## src/rtl/tour_cmd_seq.sv

```systemverilog
// Knight-tour command sequencer: replays one-hot solver moves as Y/X move command pairs.
// Optional handshake watchdog is enabled with the TOUR_CMD_WDOG_EN macro.
module tour_cmd_seq #(
  parameter int unsigned NUM_MOVES = 24,
  parameter int unsigned IDX_W     = 5,
  parameter logic [7:0]  DONE_RESP = 8'hA5,
  parameter logic [7:0]  BUSY_RESP = 8'h5A,
  parameter logic [7:0]  ERR_RESP  = 8'hEE,
  parameter int unsigned WDOG_CYC  = 1000000
) (
  input  logic             clk,
  input  logic             rst,
  input  logic             start_tour,
  input  logic             abort_tour,
  input  logic [7:0]       move,
  output logic [IDX_W-1:0] mv_indx,
  input  logic [15:0]      cmd_UART,
  input  logic             cmd_rdy_UART,
  output logic [15:0]      cmd,
  output logic             cmd_rdy,
  input  logic             clr_cmd_rdy,
  input  logic             send_resp,
  output logic [7:0]       resp,
  output logic             tour_busy,
  output logic             tour_done,
  output logic             tour_err
);

  if (NUM_MOVES < 1 || (2 ** IDX_W) < NUM_MOVES || WDOG_CYC < 2) begin : g_bad_param
    $error("tour_cmd_seq: illegal parameter combination");
  end

  localparam logic [IDX_W-1:0] LastIdx = IDX_W'(NUM_MOVES - 1);

  typedef enum logic [2:0] {StIdle, StYMove, StYHold, StXMove, StXHold} state_e;

  state_e           state_q, state_d;
  logic [IDX_W-1:0] idx_q, idx_d;
  logic             err_q, err_d;
  logic             done_q, done_d;
  logic             wdog_trip;

  // Move decode: bit0 N2W1, bit1 N2E1, bit2 W2N1, bit3 W2S1,
  //              bit4 S2W1, bit5 S2E1, bit6 E2S1, bit7 E2N1.
  logic        y_south, y_two, x_east, x_two, move_legal, last_move;
  logic [15:0] cmd_y, cmd_x, cmd_tour;
  logic        cmd_rdy_tour;

  assign y_south    = |(move & 8'b0111_1000);
  assign y_two      = |(move & 8'b0011_0011);
  assign x_east     = |(move & 8'b1110_0010);
  assign x_two      = |(move & 8'b1100_1100);
  assign move_legal = (move != 8'h00) && ((move & (move - 8'h01)) == 8'h00);
  assign cmd_y      = {4'h2, (y_south ? 8'h7F : 8'h00), (y_two ? 4'd2 : 4'd1)};
  assign cmd_x      = {4'h3, (x_east ? 8'hBF : 8'h3F), (x_two ? 4'd2 : 4'd1)};
  assign last_move  = (idx_q == LastIdx);

  always_comb begin
    state_d      = state_q;
    idx_d        = idx_q;
    err_d        = err_q;
    done_d       = 1'b0;
    cmd_tour     = cmd_y;
    cmd_rdy_tour = 1'b0;
    unique case (state_q)
      StIdle: begin
        if (start_tour) begin
          state_d = StYMove;
          idx_d   = '0;
          err_d   = 1'b0;
        end
      end
      StYMove: begin
        if (!move_legal) begin
          state_d = StIdle;
          err_d   = 1'b1;
        end else begin
          cmd_rdy_tour = 1'b1;
          if (clr_cmd_rdy) state_d = StYHold;
        end
      end
      StYHold: begin
        if (send_resp) state_d = StXMove;
      end
      StXMove: begin
        cmd_tour     = cmd_x;
        cmd_rdy_tour = 1'b1;
        if (clr_cmd_rdy) state_d = StXHold;
      end
      StXHold: begin
        cmd_tour = cmd_x;
        if (send_resp) begin
          if (last_move) begin
            state_d = StIdle;
            done_d  = 1'b1;
          end else begin
            state_d = StYMove;
            idx_d   = idx_q + 1'b1;
          end
        end
      end
      default: state_d = StIdle;
    endcase

    if (wdog_trip) begin
      state_d = StIdle;
      idx_d   = idx_q;
      err_d   = 1'b1;
      done_d  = 1'b0;
    end

    // Abort overrides everything; progress index stays readable.
    if (abort_tour) begin
      state_d = StIdle;
      idx_d   = idx_q;
      err_d   = err_q;
      done_d  = 1'b0;
    end
  end

  always_ff @(posedge clk) begin
    if (rst) begin
      state_q <= StIdle;
      idx_q   <= '0;
      err_q   <= 1'b0;
      done_q  <= 1'b0;
    end else begin
      state_q <= state_d;
      idx_q   <= idx_d;
      err_q   <= err_d;
      done_q  <= done_d;
    end
  end

`ifdef TOUR_CMD_WDOG_EN
  localparam int unsigned WdogW = $clog2(WDOG_CYC + 1);
  logic [WdogW-1:0] wdog_q;

  assign wdog_trip = (state_q != StIdle) && (wdog_q == WdogW'(WDOG_CYC - 1));

  always_ff @(posedge clk) begin
    if (rst || (state_d != state_q)) begin
      wdog_q <= '0;
    end else if (state_q != StIdle) begin
      wdog_q <= wdog_q + 1'b1;
    end
  end
`else
  assign wdog_trip = 1'b0;
`endif

  assign tour_busy = (state_q != StIdle);
  assign mv_indx   = idx_q;
  assign tour_done = done_q;
  assign tour_err  = err_q;
  assign cmd       = tour_busy ? cmd_tour : cmd_UART;
  assign cmd_rdy   = tour_busy ? cmd_rdy_tour : cmd_rdy_UART;

  always_comb begin
    resp = BUSY_RESP;
    if (tour_busy && last_move) begin
      resp = DONE_RESP;
    end else if (!tour_busy && err_q) begin
      resp = ERR_RESP;
    end
  end

endmodule
```

## config.mk

```make
export PLATFORM = sky130hd
export DESIGN_NAME = tour_cmd_seq
export DESIGN_NICKNAME = d
export VERILOG_FILES = /design/src/rtl/tour_cmd_seq.sv
export SDC_FILE = /design/constraint.sdc
export NUM_CORES = 1
export LEC_CHECK = 0
export ABC_CLOCK_PERIOD_IN_PS = 4300
export CAP_MARGIN = 40
export CORE_MARGIN = 5
export CORE_UTILIZATION = 30
export DETAILED_ROUTE_END_ITERATION = 10
export GPL_ROUTABILITY_DRIVEN = 0
export GPL_TIMING_DRIVEN = 0
export PLACE_DENSITY = 0.71
export SLEW_MARGIN = 20
export SYNTH_ARGS = -nofsm -noshare
export SYNTH_HDL_FRONTEND = slang
export SYNTH_SLANG_ARGS = --single-unit
export TNS_END_PERCENT = 20
```

## constraint.sdc

```tcl
create_clock -name clk -period 4.3 [get_ports clk]
set_input_delay 0.86 -clock clk [delete_from_list [all_inputs] [get_ports clk]]
set_output_delay 0.86 -clock clk [all_outputs]
set_load 0.005 [all_outputs]
```

==> impl_metrics.env <==
export IMPL_routedWlPerCell_um=14.5
export IMPL_slowest_stage="nor4_1"
export IMPL_track_usage_pct=14.8
export IMPL_path_buf_inv=2
export IMPL_synth_edf_count=0
export IMPL_cts_resized=0
export IMPL_period_needed_ns=3.82
export IMPL_finalCritPeriodShare_pct=88.8
export IMPL_ys_seq_area_share_pct=22.5
export IMPL_finClkSkew_ns=0.00136
export IMPL_cts_tree="done"
export IMPL_die_w_um=64.5
export IMPL_syn_inst=123
export IMPL_grt_max_degree=11
export IMPL_slowest_delay_ns=0.54
export IMPL_grt_pass1_wl_um=5060
export IMPL_rr_endpoint="mv_indx[1]"
export IMPL_status="finished, final reports clean"
export IMPL_end_kind="output port"
export IMPL_start_util_pct=31.7
export IMPL_reg2reg_slack_ns=2.64
export IMPL_syn_nets=155
export IMPL_wirelength_um=3180
export IMPL_holdBufCountCts=0
export IMPL_synth_ff_latch_count=10
export IMPL_rows=19
export IMPL_finalHoldViolCount=0
export IMPL_ant_nets=0
export IMPL_antenna_found_initial=0
export IMPL_worst_r2r_startpoint="mv_indx[0]"
export IMPL_drv_slew=0
export IMPL_grt_setup_unrepaired="no"
export IMPL_cts_buffer_depth=2
export IMPL_die_h_um=64.5
export IMPL_via_per_inst=5.23
export IMPL_path_delay_family="buffers and inverters"
export IMPL_diodes=0
export IMPL_path_depth=7
export IMPL_cp_arrival_ns=2.96
export IMPL_timing_final_setup_violations=0
export IMPL_power_density_nw_per_um2=181
export IMPL_fmax_mhz=262
export IMPL_start_kind="input pin"
export IMPL_postLayoutCoreUtil_pct=56.5
export IMPL_clkTransAtPathRegs_ns=0.07
export IMPL_die_area_um2=4150
export IMPL_synthFlopType="dfxtp_1"
export IMPL_worst_pin_slew_ns=0.571
export IMPL_avgSynthCellArea_um2=7.23
export IMPL_root_buffer="clkbuf_4"
export IMPL_startpoint="move[4]"
export IMPL_grt_pass1_vias=1125
export IMPL_area_delta_synth_final_pct=78.2
export IMPL_top_level_ports=64
export IMPL_core_area_um2=2810
export IMPL_required_ns=3.44
export IMPL_drv_cap=0
export IMPL_vias=1150
export IMPL_numCtsBuffers=3
export IMPL_gr_total_overflow=0
export IMPL_fin_setup_tns_ns=0
export IMPL_hold_class="reg2reg"
export IMPL_drc_errors=0
export IMPL_path_cells="clkdlybuf4s50_1, nor4_1, nand2_1, nand2_1, o211ai_1, a21o_1, clkdlybuf4s50_1"
export IMPL_worstRegToRegCells=6
export IMPL_htreeDepth=1
export IMPL_dr_pass1_iters=4
export IMPL_crit_end="cmd[9]"
export IMPL_synth_lib_cells_used_distinct=39
export IMPL_drtIter0Drc=56
export IMPL_clock_sinks=10
export IMPL_irDropWorstVdd_mv=0.135
export IMPL_crit_fanout=6
export IMPL_post_cts_setup_buffer_count=0
export IMPL_final_cell_mix="62 x clkdlybuf4s50_1, 15 x nand2_1, 12 x nor2_1, 10 x dfxtp_1, 8 x nor3_1"
export IMPL_path_class="in2out"
export IMPL_setup_ws_ns=0.482
export IMPL_clk_latency_ns=0.27
export IMPL_port_buffer_count=62
export IMPL_cellLeakagePower_uw=0.000639
export IMPL_relSlewSlack_pct=61.6
export IMPL_nets=222
export IMPL_synth_async_reset_ratio_pct=0
export IMPL_yosys_warnings=0
export IMPL_final_common_cell="clkdlybuf4s50_1"
export IMPL_drive_gt1_share_pct=8.47
export IMPL_pre_cts_ws_ns=0.481
export IMPL_dp_hpwl_um=2630
export IMPL_fillers=282
export IMPL_synthesis_area_um2=890
-- stage by stage --
stage	hold slack, ns	instances	instance area [um^2]	power [uW]
after detailed placement	0.482	216	1550	204
final	0.492	220	1590	287
after CTS	0.492	220	1590	290
after floorplan	0.472	123	890	134
after global placement	0.477	216	1550	203
after global routing	0.522	220	1590	302
-- where the power goes --
group          internal, uW  switching (uW)
Clock                  51.5            33.9
Sequential             93.6           0.578
Combinational          67.9            39.9
Total                   213            74.3
-- worst register-to-register path, delay by kind of cell, from the launching register on --
kind	cells	cell delay (ns)
simple gates	3	0.65
fa+ha+maj	1	0.24
compound gates	2	0.37
flops	1	0.34
-- cells in the mapped netlist (2+ instances only) --
library cell,number,area [um^2]
nand2b_1,3,18.8
or3_1,2,12.5
nand2_1,15,56.3
a21oi_1,6,30.0
nand4b_1,5,43.8
and3_1,2,12.5
xor2_1,3,26.3
nor3_1,8,40.0
a31o_2,2,17.5
inv_1,7,26.3
a2111oi_2,2,30.0
buf_4,4,30.0
dfxtp_1,10,200
and2_1,4,25.0
a211oi_1,2,15.0
nand3_1,3,15.0
nor2_1,12,45.0
buf_2,2,10.0
o31ai_1,2,15.0
a22o_1,2,17.5
clkbuf_1,3,11.3
a21o_1,7,52.6
-- registers in the layout (all words and copies together) (netlist names) --
register,count
tour_err,1
state_q,3
tour_done,1
mv_indx,5
-- kinds of logic (layout without fill, tap and decap cells) --
| family | count (synthesis) | in the layout | share of synthesized area (%) |
|---|---|---|---|
| compound gates | 29 | 29 | 24.6 |
| xor+xnor | 3 | 3 | 2.95 |
| fa+ha+maj | 1 | 1 | 1.41 |
| buf+inv | 17 | 83 | 9.14 |
| flops | 10 | 10 | 22.5 |
| mux | 1 | 1 | 1.13 |
| simple gates | 62 | 62 | 38.3 |
-- layer usage --
| metal | vias up | GRT usage [%] | share of wire [%] |
|---|---|---|---|
| li1 | 568 | - | - |
| met1 | 517 | 17.5 | 41 |
| met2 | 58 | 26.7 | 49 |
| met3 | 7 | 3.11 | 7.8 |
| met4 | 0 | 4.49 | 1.8 |
| met5 | - | 0 | 0 |
-- area by class of cell --
| class | instances | area [um^2] | share of cell area, % |
|---|---|---|---|
| Timing Repair Buffer | 62 | 621 | 39.1 |
| Multi-Input combinational cell | 96 | 608 | 38.4 |
| Sequential cell | 10 | 200 | 12.6 |
| Buffer | 10 | 55.1 | 3.47 |
| Tap cell | 31 | 38.8 | 2.45 |
| Clock buffer | 4 | 36.3 | 2.29 |
| Inverter | 7 | 26.3 | 1.66 |
-- worst min path at each step --
stage	from	to	slack (ns)	cells after the start
6_report	mv_indx[1]	mv_indx[1]	0.49	2
2_1_floorplan	mv_indx[1]	mv_indx[1]	0.47	2
3_3_place_gp	mv_indx[1]	mv_indx[1]	0.48	2
4_1_cts	mv_indx[1]	mv_indx[1]	0.49	2
3_5_place_dp	mv_indx[1]	mv_indx[1]	0.48	2
5_1_grt	mv_indx[1]	mv_indx[1]	0.52	2
(Power assumes the default switching activity.)
